**config.mk**
```make
export PLATFORM = sky130hd
export DESIGN_NAME = serial_subtractor
export DESIGN_NICKNAME = d
export VERILOG_FILES = /design/src/rtl/serial_subtractor.sv
export SDC_FILE = /design/constraint.sdc
export NUM_CORES = 1
export LEC_CHECK = 0
export CAP_MARGIN = 10
export CORE_UTILIZATION = 49
export CTS_BUF_LIST = sky130_fd_sc_hd__clkbuf_4
export DETAILED_ROUTE_END_ITERATION = 10
export PLACE_DENSITY = 0.78
export SKIP_CTS_REPAIR_TIMING = 1
export SLEW_MARGIN = 20
export SYNTH_ARGS = -nofsm -noshare
export SYNTH_HDL_FRONTEND = slang
export SYNTH_SLANG_ARGS = --single-unit
```
**constraint.sdc**
```tcl
create_clock -name clk -period 1.3 [get_ports clk]
set_input_delay 0.195 -clock clk [delete_from_list [all_inputs] [get_ports clk]]
set_output_delay 0.195 -clock clk [all_outputs]
set_load 0.02 [all_outputs]
```
**src/rtl/serial_subtractor.sv**
```systemverilog
// Bit-serial unsigned subtractor: a - b, one bit per clock, LSB first, through
// one full-subtractor cell and a borrow flop, framed by a start/busy/done handshake.
module serial_subtractor #(
  parameter int WIDTH = 8   // 1..32
) (
  input  logic             clk,
  input  logic             reset_n,
  input  logic             start,
  input  logic [WIDTH-1:0] a,
  input  logic [WIDTH-1:0] b,
  output logic             busy,
  output logic             done,
  output logic [WIDTH-1:0] diff,
  output logic             b_out,
  output logic             zero
);

  localparam int              CW   = $clog2(WIDTH + 1);
  localparam logic [CW-1:0]   LAST = CW'(WIDTH - 1);

  typedef enum logic [1:0] {S_IDLE, S_SHIFT, S_DONE} state_t;

  typedef struct packed {
    logic [WIDTH-1:0] diff;
    logic             b_out;
    logic             zero;
  } res_t;

  state_t           r_state, w_state_nxt;
  logic [WIDTH-1:0] r_sa, r_sb, r_acc, w_acc_nxt;
  logic [CW-1:0]    r_cnt;
  logic             r_br, w_br_nxt, w_d;
  logic             w_last, w_load, w_shift;
  logic             r_busy, r_done, w_busy_nxt, w_done_nxt;
  res_t             r_res, w_res_nxt;

  // ---------------- FSM: state register ----------------
  always_ff @(posedge clk or negedge reset_n) begin
    if (!reset_n) r_state <= S_IDLE;
    else          r_state <= w_state_nxt;
  end

  // ---------------- FSM: next state ----------------
  always_comb begin
    w_state_nxt = r_state;
    case (r_state)
      S_IDLE:  if (start)  w_state_nxt = S_SHIFT;
      S_SHIFT: if (w_last) w_state_nxt = S_DONE;
      S_DONE:              w_state_nxt = S_IDLE;
      default:             w_state_nxt = S_IDLE;
    endcase
  end

  // ---------------- FSM: outputs / datapath enables ----------------
  // busy/done are registered from the next state so they line up with the state.
  always_comb begin
    w_load     = (r_state == S_IDLE) && start;
    w_shift    = (r_state == S_SHIFT);
    w_busy_nxt = (w_state_nxt == S_SHIFT);
    w_done_nxt = (w_state_nxt == S_DONE);
  end

  always_ff @(posedge clk or negedge reset_n) begin
    if (!reset_n) begin
      r_busy <= 1'b0;
      r_done <= 1'b0;
    end else begin
      r_busy <= w_busy_nxt;
      r_done <= w_done_nxt;
    end
  end

  // ---------------- full-subtractor cell ----------------
  always_comb begin
    w_d       = r_sa[0] ^ r_sb[0] ^ r_br;
    w_br_nxt  = (~r_sa[0] & r_sb[0]) | (~(r_sa[0] ^ r_sb[0]) & r_br);
    w_acc_nxt = (r_acc >> 1) | (WIDTH'(w_d) << (WIDTH - 1));
    w_last    = w_shift && (r_cnt == LAST);
    w_res_nxt = '{diff: w_acc_nxt, b_out: w_br_nxt, zero: (w_acc_nxt == '0)};
  end

  // Result registers load on the edge entering DONE, using the accumulator
  // value that already includes the final bit, so they are valid during DONE.
  always_ff @(posedge clk or negedge reset_n) begin
    if (!reset_n) begin
      r_sa  <= '0;
      r_sb  <= '0;
      r_acc <= '0;
      r_br  <= 1'b0;
      r_cnt <= '0;
      r_res <= '0;
    end else begin
      if (w_load) begin
        r_sa  <= a;
        r_sb  <= b;
        r_acc <= '0;
        r_br  <= 1'b0;
        r_cnt <= '0;
      end else if (w_shift) begin
        r_sa  <= r_sa >> 1;
        r_sb  <= r_sb >> 1;
        r_acc <= w_acc_nxt;
        r_br  <= w_br_nxt;
        r_cnt <= r_cnt + CW'(1);
      end
      if (w_last) r_res <= w_res_nxt;
    end
  end

  assign busy  = r_busy;
  assign done  = r_done;
  assign diff  = r_res.diff;
  assign b_out = r_res.b_out;
  assign zero  = r_res.zero;

endmodule

```
==> results.json <==
{
  "worst_clock_skew_ps": 5.63,
  "netlist_top_cells_count": "nand2_1, dfrtp_1, a22oi_1",
  "layout_setup_ws_ps": -187,
  "yosysMostFrequentCell": "nand2_1",
  "rsz0062_at_grt": "yes",
  "tightest_slew_ps": 216,
  "cts_tree": "done",
  "endpoint_kind": "flip-flop",
  "num_vias": 1355,
  "clockRootBuffer": "clkbuf_4",
  "synth_area_sq_um": 1810,
  "worstPathArrival_ps": 1720,
  "nFillCells": 256,
  "cp_max_fo": 2,
  "dr.pass1.iters": 4,
  "critical_path_required_ps": 1540,
  "cts.sinks": 42,
  "finalPower_mw": 5.76,
  "violations": "negative setup slack",
  "grt_max_degree": 43,
  "layout_min_cycle_time_ps": 1490,
  "synth_area_leaders": "dfrtp_1, nand2_1, mux2_4",
  "dpl_worst_slack_ps": -228,
  "synth.net_count": 182,
  "yosys_warnings": 0,
  "die_y_microns": 62.9,
  "wl_per_cell_microns": 13.5,
  "p_leak_nw": 1.36,
  "cts_buffers": 5,
  "synth_top_area_share_pct": 57.9,
  "cp_slowest_cell": "fa_1",
  "postSynthCellCount": 161,
  "setup_viol": 11,
  "drc_errors": 0,
  "ys_seq_area_share_pct": 57.9,
  "synthArstFlopShare_pct": 100,
  "antenna_found_initial": 0,
  "crit_type": "flip-flop to flip-flop",
  "clkLatencyLatePin_ps": 340,
  "fin_nets": 234,
  "synthFlopType": "dfrtp_1",
  "rows": 21,
  "final_cell_count_no_fill": 259,
  "power.density_nw_per_um2": 2330,
  "drtAntennaViolNets": 0,
  "avgSynthCellArea_sq_um": 11.3,
  "wirelength_mm": 3.49,
  "status": "complete, but fails checks",
  "layout-drive-gt1-share_pct": 25.4,
  "grt_usage_pct": 18.9,
  "fin_crit_sh_pct": 114,
  "ir_worst_vdd_uv": 1020,
  "start_kind": "flip-flop",
  "hold_viol": 0,
  "core_area_sq_um": 3440,
  "max_stage_delay_ps": 510,
  "placed_area_sq_um": 2260,
  "viasPerCell": 5.23,
  "first_iter_violations": 78,
  "initial_core_util_pct": 52.7,
  "synth_cell_type_count": 29,
  "ys_ff_latch": 42,
  "drv_cap": 0,
  "place_congestion": 0.755,
  "dieArea_sq_um": 3950,
  "n_antenna_cell": 0,
  "clock_path_buffers": 2,
  "fmax_ghz": 0.673,
  "port_buffers": 30,
  "grt_pass1_wl_mm": 5.75,
  "ioPinCount": 31,
  "path_buf_inv": 0,
  "min_path_type": "primary input to asynchronous set/reset pin",
  "synth_edf_count": 0,
  "fin_setup_tns_ps": -651,
  "crit_chain": "fa_1 > and4b_1 > mux2_4",
  "clk_pin_slew_worst_paths_ps": 110,
  "dp_hpwl_mm": 2.35,
  "first_global_vias": 1353,
  "dp_cells": 247,
  "relSlewSlack_pct": 85.4,
  "timing.final.max_slew_violations": 0,
  "area_delta_synth_final_pct": 36.6,
  "htree_levels": 2,
  "crit_family": "adder cells",
  "die_x_microns": 62.9,
  "yosysTopAreaCell": "dfrtp_1",
  "fin_area_sq_um": 2480,
  "grt.overflow.total": 0
}
flip-flops by register name, summed over array words and instances, names as in the netlist:
| signal | cells |
|---|---|
| r_acc | 7 |
| busy | 1 |
| zero | 1 |
| r_state | 2 |
| r_sa | 8 |
| r_br | 1 |
| diff | 8 |
| r_sb | 8 |
| done | 1 |
| r_cnt | 4 |
| b_out | 1 |
path summary, 6_finish.rpt:
kind                          from  slack, ps  cells after the start       end
min                        reset_n        350                      3   diff[7]
max reg2reg                r_sb[0]       -190                      3      zero
max                        r_sb[0]       -190                      3      zero
min in group clk              b[7]        380                      3   r_sb[7]
min reg2reg                r_sa[0]        490                      2   r_sa[0]
max in group asynchronous  reset_n        760                      3  r_cnt[1]
per-layer routing:
| metal | part of all wire, % | up-vias | global-route usage (%) | wire length, microns |
|---|---|---|---|---|
| met1 | 41 | 664 | 20.7 | 1450 |
| li1 | - | 647 | - | - |
| met5 | 0 | - | 0 | 0 |
| met4 | 1.1 | 0 | 6.69 | 37 |
| met2 | 53 | 38 | 33.8 | 1840 |
| met3 | 4.7 | 6 | 6.20 | 165 |
report_power, final:
group          leakage, nW  internal (mW)  switching [mW]
Clock               0.0387          0.389           0.383
Combinational        0.788           1.41            1.35
Sequential           0.538           1.85           0.380
cell families after synthesis:
kind of cell | share of synthesized area, %
and+or+nand+nor | 20.1
adders and majority gates | 1.79
muxes | 8.00
AOI/OAI and AO/OA | 8.76
buffers and inverters | 3.45
DFF | 57.9
stage by stage:
stage,util (%),hold slack (ps)
6_report,72.0,353
5_1_grt,72.0,352
4_1_cts,67.8,-196
3_5_place_dp,65.8,185
3_3_place_gp,65.8,179
2_1_floorplan,-,-101
tightest hold or removal path, cell delays in order:
cell	delay, ps
dlygate4sd3_1	520
buf_2	120
buf_12	230
layout by cell type (no fill, tap or decap), types with 2 or more instances in the layout:
master	n
nand3_2	3
buf_4	18
nand3_1	8
nand2_1	53
dfrtp_1	42
o21ai_2	2
a22oi_2	2
buf_6	2
nor2_1	2
clkbuf_4	5
clkdlybuf4s50_1	17
o21ai_0	2
mux2_4	9
a22oi_1	12
dlymetal6s2s_1	12
final cells by class:
cell class | instances | area [sq um] | share of cell area [%]
clock buffer | 5 | 37.5 | 1.51
multi-input combinational | 110 | 767 | 30.9
timing repair buffer | 53 | 528 | 21.3
inverter | 1 | 3.75 | 0.151
sequential | 42 | 1050 | 42.4
tap | 46 | 57.6 | 2.32
clock inverter | 2 | 33.8 | 1.36
Note: power is estimated with default switching activity, not from simulation.
